**config.mk**
```make
export PLATFORM = sky130hd
export DESIGN_NAME = gf4_mulxor_sched
export DESIGN_NICKNAME = d
export VERILOG_FILES = /design/src/rtl/gf4_mulxor_sched_pkg.sv /design/src/rtl/gf4_mulxor_sched_resp_fifo.sv /design/src/rtl/gf4_mulxor_sched.sv
export SDC_FILE = /design/constraint.sdc
export NUM_CORES = 1
export LEC_CHECK = 0
export ABC_AREA = 0
export BUFFER_PORTS_ARGS = -buffer_cell sky130_fd_sc_hd__buf_2
export CAP_MARGIN = 0
export CELL_PAD_IN_SITES_DETAIL_PLACEMENT = 1
export CELL_PAD_IN_SITES_GLOBAL_PLACEMENT = 2
export CORE_ASPECT_RATIO = 1.75
export CORE_MARGIN = 4
export CORE_UTILIZATION = 30
export CTS_BUF_LIST = sky130_fd_sc_hd__clkbuf_8
export CTS_CLUSTER_SIZE = 12
export DETAILED_ROUTE_END_ITERATION = 6
export GPL_TIMING_DRIVEN = 0
export PLACE_DENSITY_LB_ADDON = 0.15
export SYNTH_ARGS = -nofsm -noshare
export SYNTH_HDL_FRONTEND = slang
export SYNTH_SLANG_ARGS = --single-unit
```
**constraint.sdc**
```tcl
create_clock -name clk -period 7.6 [get_ports clk]
set_input_delay 1.14 -clock clk [delete_from_list [all_inputs] [get_ports clk]]
set_output_delay 1.14 -clock clk [all_outputs]
set_load 0.03 [all_outputs]
```
**src/rtl/gf4_mulxor_sched_pkg.sv**
```systemverilog
// Shared constants, field offsets and arbiter encoding for the GF(2^4) multiply/XOR unit issue controller.
// Operand bytes pack share 1 in the upper nibble and share 0 in the lower nibble.
package gf4_mulxor_sched_pkg;

    localparam int GF4_SHARE_W = 4;
    localparam int OP_W        = 2 * GF4_SHARE_W;
    localparam int RND_W       = 16;
    localparam int RES_W       = 16;

    // rnd_data = {ra[3:0], rb[3:0], random[7:0]}
    localparam int RND_RA_LSB   = 12;
    localparam int RND_RB_LSB   = 8;
    localparam int RND_RAND_LSB = 0;
    localparam int RND_RAND_W   = 8;

    // u_res = {tb, zb, yb, xb, ta, za, ya, xa}, each field 2 bits
    localparam int RES_FIELD_W = 2;
    localparam int RES_XA_LSB  = 0;
    localparam int RES_YA_LSB  = 2;
    localparam int RES_ZA_LSB  = 4;
    localparam int RES_TA_LSB  = 6;
    localparam int RES_XB_LSB  = 8;
    localparam int RES_YB_LSB  = 10;
    localparam int RES_ZB_LSB  = 12;
    localparam int RES_TB_LSB  = 14;

    typedef enum logic [1:0] {
        ARB_IDLE = 2'd0,
        ARB_PRI0 = 2'd1,
        ARB_PRI1 = 2'd2
    } arb_state_e;

    function automatic logic [GF4_SHARE_W-1:0] share_of(input logic [OP_W-1:0] op, input logic idx);
        return idx ? op[GF4_SHARE_W +: GF4_SHARE_W] : op[0 +: GF4_SHARE_W];
    endfunction

endpackage

```
**src/rtl/gf4_mulxor_sched_resp_fifo.sv**
```systemverilog
// Response buffer: synchronous FIFO with occupancy count; outputs come straight from storage registers
// and read as zero while empty.
module gf4_resp_fifo #(
    parameter int DEPTH = 2,
    parameter int WIDTH = 21
) (
    input  logic                         clk,
    input  logic                         rst,
    input  logic                         wr_en_i,
    input  logic [WIDTH-1:0]             wr_data_i,
    input  logic                         rd_en_i,
    output logic                         rd_valid_o,
    output logic [WIDTH-1:0]             rd_data_o,
    output logic [$clog2(DEPTH+1)-1:0]   count_o
);

    localparam int PTR_W = $clog2(DEPTH);
    localparam int CNT_W = $clog2(DEPTH + 1);

    logic [WIDTH-1:0] mem_q [DEPTH];
    logic [PTR_W-1:0] wr_ptr_q;
    logic [PTR_W-1:0] rd_ptr_q;
    logic [CNT_W-1:0] count_q;
    logic             do_wr;
    logic             do_rd;

    assign do_rd = rd_en_i && (count_q != '0);
    assign do_wr = wr_en_i && ((count_q != CNT_W'(DEPTH)) || do_rd);

    always_ff @(posedge clk) begin
        if (rst) begin
            wr_ptr_q <= '0;
            rd_ptr_q <= '0;
            count_q  <= '0;
        end else begin
            if (do_wr) wr_ptr_q <= wr_ptr_q + 1'b1;
            if (do_rd) rd_ptr_q <= rd_ptr_q + 1'b1;
            count_q <= count_q + CNT_W'(do_wr) - CNT_W'(do_rd);
        end
    end

    // NOTE: storage is deliberately not reset; only pointers/count are, and the empty-gating below
    // keeps stale entries from ever reaching the outputs.
    always_ff @(posedge clk) begin
        if (do_wr) mem_q[wr_ptr_q] <= wr_data_i;
    end

    assign rd_valid_o = (count_q != '0);
    assign rd_data_o  = rd_valid_o ? mem_q[rd_ptr_q] : '0;
    assign count_o    = count_q;

endmodule

```
**src/rtl/gf4_mulxor_sched.sv**
```systemverilog
// Issue controller for the shared two-lane masked GF(2^4) unit: arbitrates round datapath vs key schedule,
// pairs each issue with one PRNG word, and buffers the unit result one cycle later with its {id, tag}.
module gf4_mulxor_sched
    import gf4_mulxor_sched_pkg::*;
#(
    parameter int TAG_W      = 4,
    parameter int FIFO_DEPTH = 2,
    parameter int STARVE_MAX = 8
) (
    input  logic                   clk,
    input  logic                   rst,
    input  logic                   req0_valid,
    output logic                   req0_ready,
    input  logic [OP_W-1:0]        req0_opa,
    input  logic [OP_W-1:0]        req0_opb,
    input  logic [TAG_W-1:0]       req0_tag,
    input  logic                   req1_valid,
    output logic                   req1_ready,
    input  logic [OP_W-1:0]        req1_opa,
    input  logic [OP_W-1:0]        req1_opb,
    input  logic [TAG_W-1:0]       req1_tag,
    input  logic                   rnd_valid,
    output logic                   rnd_ready,
    input  logic [RND_W-1:0]       rnd_data,
    output logic [GF4_SHARE_W-1:0] u_opa0,
    output logic [GF4_SHARE_W-1:0] u_opa1,
    output logic [GF4_SHARE_W-1:0] u_opb0,
    output logic [GF4_SHARE_W-1:0] u_opb1,
    output logic [GF4_SHARE_W-1:0] u_ra,
    output logic [GF4_SHARE_W-1:0] u_rb,
    output logic [RND_RAND_W-1:0]  u_random,
    input  logic [RES_W-1:0]       u_res,
    output logic                   resp_valid,
    input  logic                   resp_ready,
    output logic [RES_W-1:0]       resp_data,
    output logic                   resp_id,
    output logic [TAG_W-1:0]       resp_tag,
    output logic                   busy
);

    localparam int ENTRY_W = RES_W + 1 + TAG_W;
    localparam int CNT_W   = $clog2(FIFO_DEPTH + 1);
    localparam int SC_W    = $clog2(STARVE_MAX + 1);

    arb_state_e       state_q, state_d;
    logic [SC_W-1:0]  starve_cnt_q, starve_cnt_d, starve_inc;
    logic             inflight_q;
    logic             inflight_id_q;
    logic [TAG_W-1:0] inflight_tag_q;

    logic [CNT_W-1:0]   fifo_count;
    logic [ENTRY_W-1:0] fifo_rd_data;
    logic               fifo_valid;
    logic               pop;

    logic             any_valid, holder, holder_valid, other_valid;
    logic             grant_id, room, issue, grant_holder, starved;
    logic [OP_W-1:0]  gnt_opa, gnt_opb;
    logic [TAG_W-1:0] gnt_tag;

    assign pop = fifo_valid && resp_ready;

    // The head leaving this cycle counts as a free slot, so a draining buffer sustains one issue per cycle.
    always_comb begin
        any_valid    = req0_valid || req1_valid;
        holder       = (state_q == ARB_PRI1);
        holder_valid = holder ? req1_valid : req0_valid;
        other_valid  = holder ? req0_valid : req1_valid;
        grant_id     = holder_valid ? holder : !holder;
        room         = (FIFO_DEPTH - int'(fifo_count) + int'(pop)) > int'(inflight_q);
        issue        = !rst && any_valid && rnd_valid && room;
        grant_holder = issue && (grant_id == holder);
        starve_inc   = (starve_cnt_q == SC_W'(STARVE_MAX)) ? starve_cnt_q : starve_cnt_q + 1'b1;
        starved      = grant_holder && (starve_inc >= SC_W'(STARVE_MAX)) && other_valid;
    end

    // NOTE: every variable written here gets a default first, so no path can leave it unassigned
    // and infer a latch.
    always_comb begin
        state_d      = state_q;
        starve_cnt_d = starve_cnt_q;
        unique case (state_q)
            ARB_IDLE: begin
                if (any_valid) begin
                    state_d      = ARB_PRI0;
                    starve_cnt_d = grant_holder ? SC_W'(1) : '0;
                end
            end
            ARB_PRI0, ARB_PRI1: begin
                if (!any_valid && !inflight_q) begin
                    state_d      = ARB_IDLE;
                    starve_cnt_d = '0;
                end else if ((!holder_valid && other_valid) || starved) begin
                    state_d      = holder ? ARB_PRI0 : ARB_PRI1;
                    starve_cnt_d = '0;
                end else if (grant_holder) begin
                    starve_cnt_d = starve_inc;
                end
            end
            default: begin
                state_d      = ARB_IDLE;
                starve_cnt_d = '0;
            end
        endcase
    end

    always_comb begin
        gnt_opa    = grant_id ? req1_opa : req0_opa;
        gnt_opb    = grant_id ? req1_opb : req0_opb;
        gnt_tag    = grant_id ? req1_tag : req0_tag;
        req0_ready = issue && !grant_id;
        req1_ready = issue && grant_id;
        rnd_ready  = issue;
        u_opa0     = '0;
        u_opa1     = '0;
        u_opb0     = '0;
        u_opb1     = '0;
        u_ra       = '0;
        u_rb       = '0;
        u_random   = '0;
        if (issue) begin
            u_opa0   = share_of(gnt_opa, 1'b0);
            u_opa1   = share_of(gnt_opa, 1'b1);
            u_opb0   = share_of(gnt_opb, 1'b0);
            u_opb1   = share_of(gnt_opb, 1'b1);
            u_ra     = rnd_data[RND_RA_LSB +: GF4_SHARE_W];
            u_rb     = rnd_data[RND_RB_LSB +: GF4_SHARE_W];
            u_random = rnd_data[RND_RAND_LSB +: RND_RAND_W];
        end
    end

    // NOTE: sequential state uses non-blocking assignments only, so every register samples
    // pre-edge values regardless of statement order.
    always_ff @(posedge clk) begin
        if (rst) begin
            state_q        <= ARB_IDLE;
            starve_cnt_q   <= '0;
            inflight_q     <= 1'b0;
            inflight_id_q  <= 1'b0;
            inflight_tag_q <= '0;
        end else begin
            state_q      <= state_d;
            starve_cnt_q <= starve_cnt_d;
            inflight_q   <= issue;
            if (issue) begin
                inflight_id_q  <= grant_id;
                inflight_tag_q <= gnt_tag;
            end
        end
    end

    gf4_resp_fifo #(
        .DEPTH (FIFO_DEPTH),
        .WIDTH (ENTRY_W)
    ) u_resp_fifo (
        .clk        (clk),
        .rst        (rst),
        .wr_en_i    (inflight_q),
        .wr_data_i  ({inflight_id_q, inflight_tag_q, u_res}),
        .rd_en_i    (resp_ready),
        .rd_valid_o (fifo_valid),
        .rd_data_o  (fifo_rd_data),
        .count_o    (fifo_count)
    );

    assign resp_valid = fifo_valid;
    assign resp_data  = fifo_rd_data[RES_W-1:0];
    assign resp_tag   = fifo_rd_data[RES_W +: TAG_W];
    assign resp_id    = fifo_rd_data[ENTRY_W-1];
    assign busy       = inflight_q || (fifo_count != '0);

endmodule

```
==> results.tsv, run 1 <==
metric	value	unit
Setup crit end kind	output pin	
setup TNS	0	ps
RSZ-0062 raised after global routing	false	
Synth async-reset ratio	0	%
DP Area	0.00385	mm^2
Worst Path Required	6460	ps
number of diodes	0	
port buffer count	134	
Core Area	0.00985	mm^2
hpwl dp	6630	um
first-pass GRT wire length	13200	um
Hold Crit Class	reg -> reg	
Initial Utilization	30.5	%
Final Total Pwr	0.00128	W
Crit Path Class	in -> out	
H-tree lvl count	3	
Overflow after GRT	0	
Peak supply drop	0.000102	V
Post-synth EDFFs	42	
layout cell share with drive strength beyond 1	36.3	%
worst skew pair latency	330	ps
Clock Tree Root	clkbuf_8	
Fillers	1209	
Max Root-Sink Buffers	2	
ranking of synthesized cells by area	edfxtp_1 (42%), dfxtp_1 (11%), mux2i_1 (8.0%)	
total nets after synthesis	380	
most frequent CP cell	buf_2	
io pins	136	
All-Layer GR Usage	13.7	%
Hold Vio Cnt, Final	0	
final layout net count	526	
Synth cell types	39	
Layout area overhead	34.2	%
final period utilization	61.3	%
Commonest cells post-synth	nand2_1 (44), edfxtp_1 (42), nor2_1 (39)	
Slew @ Worst Pin	991	ps
post-synthesis sequential area ratio	53.3	%
cts bufs inserted	9	
die area	0.0117	mm^2
Avg WL per Cell	14.2	um
Syn Inst Count	290	
Max Fanout on Critical Path	10	
Mapped Area	0.00300	mm^2
Fmax achieved	215	MHz
area leader, netlist	edfxtp_1	
# setup viols final	0	
Clock transition at path regs	60	ps
min Tclk post-route	4660	ps
CP max-delay cell	or3_1	
Yosys Warn Count	0	
Syn Area/Cell	10.4	um^2
setup bufs post-CTS	0	
top_reg_cell synth	edfxtp_1	
CP Cell Sequence	buf_2, nor2b_1, ha_1, ha_1, nor2_1, o32ai_2, or3_1, buf_2, buf_2, a21oi_1, buf_2	
Final Wtd Congestion	0.719	
Seq cells post-synth	59	
Reg area	0.00160	mm^2
vias per inst	4.55	
status	finished, final reports clean	
post-cts hold buffer count	0	
initial antenna violation count	0	
max_cap viols	0	
antenna viol nets, final	0	
Post-Route Skew	10.9	ps
Die H	140	um
pin count of the biggest net entering global routing	22	
footprint of the multi-input gates	0.00129	mm^2
Row Count	48	
vias in the first global route	2880	
Lkg Pwr	1.82	nW
Worst Setup Start Kind	primary input	
family with the most delay on the worst path	simple AND/OR/NAND/NOR gates	
cell area power density	316	mW/mm^2
post-route DRC violation count	0	
PostCTS Resize Cnt	0	
CTS tree	built	
max_slew headroom	33.9	%
CP bufs+invs	4	
fin area	0.00403	mm^2
worst stage delay on the critical path	370	ps
Post-Route WL	8050	um
most frequent cell after synthesis	nand2_1	
Die X	83.6	um
DR vias	2576	
Worst EP arrival	3520	ps
Slew Viols, Final	0	
Sink Count	59	
top cell type's share of synthesized area	42.0	%
Starting DRT DRC Count	46	
DR pass1 iterations	4	
## cells in the final DEF (no fill, tap or decap), types with 5 or more instances in the layout
cell,count
mux2i_1,24
edfxtp_1,42
dfxtp_1,17
clkbuf_8,9
clkbuf_1,9
a21oi_1,17
nand2b_1,5
inv_1,13
nand2_1,44
and2_1,17
buf_2,138
xnor2_1,5
ha_1,12
nor2_1,39
## layer usage
layer | global-route usage [%] | vias up | part of all wire (%)
met5 | 0 | - | 0
met4 | 3.81 | 0 | 1.6
met3 | 4.00 | 12 | 6.3
met2 | 27.3 | 79 | 58
met1 | 13.4 | 1197 | 34
li1 | - | 1288 | -
## per-stage QoR
step / cells / hold WS, ps / util (%) / worst slack, ps
4_1_cts: 566 / 459 / 40.9 / 2870
3_5_place_dp: 550 / 450 / 39.1 / 2880
2_1_floorplan: 290 / 426 / - / 3170
6_report: 566 / 454 / 40.9 / 2940
3_3_place_gp: 549 / 439 / 38.9 / 2910
5_1_grt: 566 / 470 / 40.9 / 2700
## flip-flops by register name (all words and copies together), names as in the netlist, named ones only
| signal | count |
|---|---|
| inflight_id_q | 1 |
| inflight_q | 1 |
| inflight_tag_q | 4 |
| starve_cnt_q | 4 |
| state_q | 2 |
| u_resp_fifo.count_o | 2 |
| u_resp_fifo.mem_q | 42 |
| u_resp_fifo.rd_ptr_q | 1 |
| u_resp_fifo.wr_ptr_q | 1 |
## power breakdown
group	internal [W]	leakage, nW	total, W	switching (W)
sequential	0.000396	0.524	0.000418	0.0000219
combinational	0.000201	1.20	0.000592	0.000391
clock	0.000147	0.0976	0.000266	0.000119
total	0.000744	1.82	0.00128	0.000531
## cell families (layout without fill, tap and decap cells)
kind of cell | Yosys count | after routing | synth area share [%]
and+or+nand+nor | 120 | 120 | 18.3
DFF | 59 | 59 | 53.3
xor gates and xnor gates | 7 | 7 | 2.04
buffers and inverters | 29 | 180 | 3.79
AOI/OAI and AO/OA | 37 | 37 | 8.83
muxes | 26 | 26 | 8.75
adders and majority gates | 12 | 12 | 5.00
## cell type report
cell class | instances | share of cell area, %
sequential | 59 | 39.7
clock buffer | 9 | 3.07
buffer | 16 | 1.61
timing repair buffer | 135 | 17.0
tap | 125 | 3.88
inverter | 13 | 1.21
multi-input combinational | 202 | 32.0
clock inverter | 7 | 1.49
## worst paths after layout
path,startpoint,end,slack (ps),cells past startpoint
worst max-delay path,resp_ready,u_opb0[1],2940,11
worst min-delay path,inflight_tag_q[2]$_SDFFE_PP0P_,u_resp_fifo.mem_q[0][18]$_DFFE_PP_,450,0
worst max register to register,u_resp_fifo.count_o[1]$_SDFF_PP0_,state_q[0]$_SDFFE_PP0P_,4520,10
worst min register to register,inflight_tag_q[2]$_SDFFE_PP0P_,u_resp_fifo.mem_q[0][18]$_DFFE_PP_,450,0
Note: power is estimated with default switching activity, not from simulation.
==> inputs of run 2 (changes only) <==
Settings changed: ABC_AREA 0 to 1, CORE_UTILIZATION 30 to 27.
Clock period 7.6 ns to 4.8 ns, I/O delays scaled along.
==> results.tsv, run 2 <==
metric	value	unit	change
status	finished, final reports clean		unchanged
commonest non-fill, non-tap cell in the layout	buf_2		unchanged
worst stage delay on the critical path	370	ps	about the same
final layout net count	566		was 526
setup slack, reg-to-reg	2010	ps	was 4520 ps
port buffer count	135		was 134
pin count of the biggest net entering global routing	16		was 22
H-tree lvl count	3		unchanged
first-pass GRT wire length	14600	um	was 13,200 um
Worst EP arrival	3180	ps	was 3520 ps
DP Area	0.00383	mm^2	was 0.00385 mm^2
RSZ-0062 raised after global routing	false		unchanged
CP Cell Sequence	inv_1, ha_1, inv_2, nand2_1, inv_1, ha_1, ha_1, inv_1, nand2_1, nand2_1, nor2_2, nor2_4, inv_2, a21oi_2, buf_2, a22o_1, buf_2		was buf_2, nor2b_1, ha_1, ha_1, nor2_1, o32ai_2, or3_1, buf_2, buf_2, a21oi_1, buf_2
Max Root-Sink Buffers	2		unchanged
Post-Route Skew	9.21	ps	was 10.9 ps
CP max-delay cell	dfxtp_1		was or3_1
Peak supply drop	0.000202	V	was 0.000102 V
vias per inst	4.45		was 4.55
Overflow after GRT	0		unchanged
worst skew pair latency	340	ps	was 330 ps
hpwl dp	7520	um	was 6630 um
Post-Route WL	9160	um	was 8050 um
cell area power density	526	mW/mm^2	was 316 mW/mm^2
Clock Tree Root	clkbuf_8		unchanged
Post-Synth Adder-Cell Area	5.06	%	was 5.00%
min Tclk post-route	3900	ps	
footprint of the multi-input gates	0.00113	mm^2	was 0.00129 mm^2
Die H	147	um	was 140 um
Hold Vio Cnt, Final	0		unchanged
Initial Utilization	27.7	%	was 30.5%
family with the most delay on the worst path	buffers and inverters		was simple AND/OR/NAND/NOR gates
Commonest cells post-synth	nor2_1 (73), inv_1 (44), nand2_1 (43)		was nand2_1 (44), edfxtp_1 (42), nor2_1 (39)
Max Fanout on Critical Path	10		unchanged
Sink Count	59		unchanged
Row Count	50		was 48
post-route DRC violation count	0		unchanged
CTS tree	built		unchanged
Crit Path Class	reg -> out		was in -> out
DR vias	2721		was 2,576
main combinational cell family by area after synthesis	simple AND/OR/NAND/NOR gates		unchanged
Final Total Pwr	0.00212	W	was 0.00128 W
PostCTS Resize Cnt	0		unchanged
fin area	0.00403	mm^2	about the same
# setup viols final	0		unchanged
Fillers	1329		was 1,209
total nets after synthesis	418		was 380
Synth cell types	30		was 39
setup TNS	0	ps	unchanged
cts bufs inserted	9		unchanged
Starting DRT DRC Count	120		was 46
Clock transition at path regs	70	ps	was 60 ps
Post-synth EDFFs	42		unchanged
compound-gate portion of the synthesized area	12.6	%	was 8.83%
fin util	37.7	%	was 40.9%
area leader, netlist	edfxtp_1		unchanged
most frequent cells in the layout	buf_2 (138), nor2_1 (71), inv_1 (45)		was buf_2 (138), nand2_1 (44), edfxtp_1 (42)
max_slew headroom	51.7	%	was 33.9%
post-cts hold buffer count	0		unchanged
Worst Setup Start Kind	flop		was primary input
Setup crit end kind	output pin		unchanged
CP bufs+invs	7		was 4
Synth Area in Simple Gates	19.3	%	was 18.3%
Syn Inst Count	328		was 290
Fmax achieved	256	MHz	
mux cell area share after synthesis	0	%	was 8.75%
Mapped Area	0.00297	mm^2	was 0.00300 mm^2
Biggest register	u_resp_fifo.mem_q		unchanged
final period utilization	81.3	%	
layout cell share with drive strength beyond 1	37.0	%	was 36.3%
worst hold slack	460	ps	was 454 ps
Syn Area/Cell	9.04	um^2	was 10.4 um^2
top cell type's share of synthesized area	42.5	%	was 42.0%
ranking of synthesized cells by area	edfxtp_1 (43%), dfxtp_1 (11%), nor2_1 (9.2%)		was edfxtp_1 (42%), dfxtp_1 (11%), mux2i_1 (8.0%)
Slew @ Worst Pin	723	ps	was 991 ps
Worst Path Required	4080	ps	was 6460 ps
initial antenna violation count	1		was 0
vias in the first global route	2997		was 2,880
largest registers	u_resp_fifo.mem_q: 42 flops, inflight_tag_q: 4 flops, starve_cnt_q: 4 flops		unchanged
DR pass1 iterations	4		unchanged
max_cap viols	0		unchanged
Core Area	0.0107	mm^2	was 0.00985 mm^2
Largest register FFs	42		unchanged
Slew Viols, Final	0		unchanged
Die X	87.2	um	was 83.6 um
Seq cells post-synth	59		unchanged
Final Wtd Congestion	0.740		was 0.719
Hold Crit Class	reg -> reg		unchanged
post-synthesis sequential area ratio	54.0	%	was 53.3%
All-Layer GR Usage	14.8	%	was 13.7%
top_reg_cell synth	edfxtp_1		unchanged
Avg WL per Cell	15.0	um	was 14.2 um
XOR/XNOR share of the synthesized area	0.886	%	was 2.04%
setup bufs post-CTS	0		unchanged
Yosys Warn Count	0		unchanged
Lkg Pwr	1.97	nW	was 1.82 nW
Synth async-reset ratio	0	%	unchanged
Layout area overhead	35.9	%	was 34.2%
die area	0.0128	mm^2	was 0.0117 mm^2
Reg area	0.00160	mm^2	unchanged
most frequent cell after synthesis	nor2_1		was nand2_1
io pins	136		unchanged
antenna viol nets, final	0		unchanged
[run 2: layout make-up]
type,instances,area share (%)
Inverter,48,4.47
Tap cell,130,4.03
Clock buffer,9,3.07
Sequential cell,59,39.7
Multi-Input combinational cell,208,28.0
Antenna cell,1,0.0621
Buffer,13,1.49
Clock inverter,7,1.74
Timing Repair Buffer,137,17.4
[run 2: final timing paths]
check,start,end,cells past startpoint
setup / recovery,u_resp_fifo.count_o[0]$_SDFF_PP0_,u_opa1[0],17
hold / removal,inflight_tag_q[1]$_SDFFE_PP0P_,u_resp_fifo.mem_q[0][17]$_DFFE_PP_,0
setup reg to reg,u_resp_fifo.count_o[0]$_SDFF_PP0_,starve_cnt_q[1]$_SDFFE_PP0P_,19
hold reg to reg,inflight_tag_q[1]$_SDFFE_PP0P_,u_resp_fifo.mem_q[0][17]$_DFFE_PP_,0
[run 2: per-stage QoR]
step,setup WS [ps],instances
6_report,899,612
5_1_grt,516,612
4_1_cts,772,611
3_5_place_dp,1110,595
3_3_place_gp,1180,593
2_1_floorplan,1360,328
[run 2: cells by family (layout without fill, tap and decap cells)]
family / after synthesis / count (layout)
buffers and inverters: 61 / 214
DFF: 59 / 59
adders and majority gates: 12 / 12
and+or+nand+nor: 136 / 136
xor gates and xnor gates: 3 / 3
AOI/OAI and AO/OA: 57 / 57
other: 0 / 1
[run 2: metal layers]
layer  GRT usage [%]  routed length [um]  vias to the layer above
met3            4.01                 458                        9
met4            5.45                 157                        0
met5               0                   0                        -
met1            13.4                3030                     1270
li1                -                   -                     1374
met2            29.6                5510                       68
[run 2: report_power, final]
group          switching [W]  internal, W  leakage, nW  total (W)
Sequential         0.0000395     0.000630        0.524   0.000669
Combinational       0.000715     0.000297         1.35    0.00101
Clock               0.000201     0.000237       0.0926   0.000438
==> inputs of run 3 (changes only) <==
Settings changed: ABC_AREA 1 to 0, CORE_UTILIZATION 27 to 26.
Clock period 4.8 ns to 3.53 ns, I/O delays scaled along.
==> results.tsv, run 3 (synthesis gave the netlist of run 1 again) <==
metric	value	unit	change
antenna viol nets, final	0		unchanged
DR vias	2574		was 2,721
DR pass1 iterations	4		unchanged
Initial Utilization	26.7	%	was 27.7%
Setup crit end	u_opa0[1]		was u_opa1[0]
Post-Route Skew	11.7	ps	was 9.21 ps
min Tclk post-route	3390	ps	
hold_sp	u_res[1]		was inflight_tag_q[1]$_SDFFE_PP0P_
Die H	150	um	was 147 um
hpwl dp	6750	um	was 7520 um
worst skew pair latency	330	ps	was 340 ps
most frequent CP cell	ha_4		
Fmax achieved	295	MHz	
Final Wtd Congestion	0.695		was 0.740
Clock transition at path regs	70	ps	about the same
setup slack, reg-to-reg	910	ps	was 2010 ps
Max Root-Sink Buffers	2		unchanged
final layout net count	528		was 566
All-Layer GR Usage	12.2	%	was 14.8%
port buffer count	134		was 135
fin worst setup slack	138	ps	was 899 ps
setup TNS	0	ps	unchanged
Peak supply drop	0.000268	V	was 0.000202 V
RSZ-0062 raised after global routing	false		unchanged
most frequent cells in the layout	buf_2 (125), nand2_1 (44), edfxtp_1 (42)		was buf_2 (138), nor2_1 (71), inv_1 (45)
CTS tree	built		unchanged
Avg WL per Cell	14.5	um	was 15.0 um
Worst Path Required	3000	ps	was 4080 ps
R2R Path Start	u_resp_fifo.count_o[1]$_SDFF_PP0_		was u_resp_fifo.count_o[0]$_SDFF_PP0_
Core Area	0.0112	mm^2	was 0.0107 mm^2
Lkg Pwr	1.87	nW	was 1.97 nW
worst r2r dst	state_q[0]$_SDFFE_PP0P_		was starve_cnt_q[1]$_SDFFE_PP0P_
Row Count	51		was 50
Biggest register	u_resp_fifo.mem_q		unchanged
max_cap viols	0		unchanged
Slew @ Worst Pin	1010	ps	was 723 ps
# setup viols final	0		unchanged
R2R cell count	10		was 19
initial antenna violation count	0		was 1
status	finished, final reports clean		unchanged
largest registers	u_resp_fifo.mem_q: 42 flops, inflight_tag_q: 4 flops, starve_cnt_q: 4 flops		unchanged
first-pass GRT wire length	12800	um	was 14,600 um
worst stage delay on the critical path	370	ps	about the same
die area	0.0134	mm^2	was 0.0128 mm^2
Die X	89.3	um	was 87.2 um
number of diodes	0		was 1
Crit Path Class	reg -> out		unchanged
Overflow after GRT	0		unchanged
Setup crit end kind	output pin		unchanged
max_slew headroom	32.9	%	was 51.7%
Worst Setup Start Kind	flop		unchanged
Worst Setup SP	u_resp_fifo.count_o[1]$_SDFF_PP0_		was u_resp_fifo.count_o[0]$_SDFF_PP0_
final period utilization	96.1	%	
post-cts hold buffer count	0		unchanged
footprint of the multi-input gates	0.00136	mm^2	was 0.00113 mm^2
layout cell share with drive strength beyond 1	39.4	%	was 37.0%
Hold Vio Cnt, Final	0		unchanged
vias per inst	4.48		was 4.45
Starting DRT DRC Count	63		was 120
Max Fanout on Critical Path	10		unchanged
Post-Route WL	8310	um	was 9160 um
Sink Count	59		unchanged
io pins	136		unchanged
Largest register FFs	42		unchanged
CP max-delay cell	or3_4		was dfxtp_1
Hold Crit Class	in -> reg		was reg -> reg
Reg area	0.00160	mm^2	about the same
post-route DRC violation count	0		unchanged
worst hold path stage count	1		was 0
cts bufs inserted	9		unchanged
Placement Setup Slack	-105	ps	was 1110 ps
commonest non-fill, non-tap cell in the layout	buf_2		unchanged
vias in the first global route	2761		was 2,997
Clock Tree Root	clkbuf_8		unchanged
cell area power density	720	mW/mm^2	was 526 mW/mm^2
pin count of the biggest net entering global routing	22		was 16
Slew Viols, Final	0		unchanged
Worst EP arrival	2860	ps	was 3180 ps
Fillers	1324		was 1,329
Layout area overhead	40.9	%	was 35.9%
CP Cell Sequence	inv_1, ha_4, nor2b_4, ha_4, ha_1, nor2_2, o32ai_4, or3_4, buf_6, buf_4, a21oi_1, clkbuf_4		was inv_1, ha_1, inv_2, nand2_1, inv_1, ha_1, ha_1, inv_1, nand2_1, nand2_1, nor2_2, nor2_4, inv_2, a21oi_2, buf_2, a22o_1, buf_2
H-tree lvl count	3		unchanged
## run 3: layer usage
| metal | vias to the layer above | part of all wire [%] | global-route usage, % |
|---|---|---|---|
| met4 | 0 | 2.2 | 3.73 |
| met2 | 84 | 57 | 23.7 |
| met1 | 1189 | 35 | 12.0 |
| met3 | 12 | 5.8 | 3.45 |
| met5 | - | 0 | 0 |
| li1 | 1289 | - | - |
## run 3: where the power goes
group / internal, W / leakage [nW] / total (W) / switching [W]
Sequential: 0.000855 / 0.524 / 0.000902 / 0.0000470
Clock: 0.000533 / 0.127 / 0.000788 / 0.000255
Combinational: 0.000493 / 1.22 / 0.00136 / 0.000866
Total: 0.00188 / 1.87 / 0.00305 / 0.00117
## run 3: cell type report
type	instances	share of cell area, %
Buffer	16	1.86
Clock buffer	9	2.93
Multi-Input combinational cell	202	32.1
Sequential cell	59	37.9
Tap cell	132	3.90
Inverter	13	1.21
Timing Repair Buffer	137	17.1
Clock inverter	6	3.04
## run 3: repair_timing
| item | 4_1_cts | 5_1_grt |
|---|---|---|
| pin swaps | 2 | 1 |
| endpoints found under the setup margin | 35 | 25 |
| setup buffers | 1 | 1 |
| resized for setup | 18 | 15 |
## run 3: stage by stage
step           hold WS, ps  std cells  utilization, %  total power, W  cell area, um^2
2_1_floorplan          426        290               -         0.00183             3000
3_3_place_gp           439        556            34.2         0.00218             3840
3_5_place_dp           444        557            34.3         0.00222             3860
4_1_cts                363        573            37.2         0.00309             4180
5_1_grt                358        574            37.7         0.00325             4230
6_report               387        574            37.7         0.00305             4230
## run 3: worst min-delay path by stage
stage and to:
2_1_floorplan u_resp_fifo.mem_q[0][16]$_DFFE_PP_, 3_3_place_gp u_resp_fifo.mem_q[0][18]$_DFFE_PP_, 3_5_place_dp u_resp_fifo.mem_q[1][20]$_DFFE_PP_, 4_1_cts u_resp_fifo.mem_q[1][1]$_DFFE_PP_
5_1_grt u_resp_fifo.mem_q[1][1]$_DFFE_PP_, 6_report u_resp_fifo.mem_q[1][1]$_DFFE_PP_
## run 3: critical path: cells and delay by family (launching register included)
kind            cells  cell delay, ps
flops               1             350
buf+inv             4             630
fa+ha+maj           3             670
compound gates      2             250
simple gates        3             640
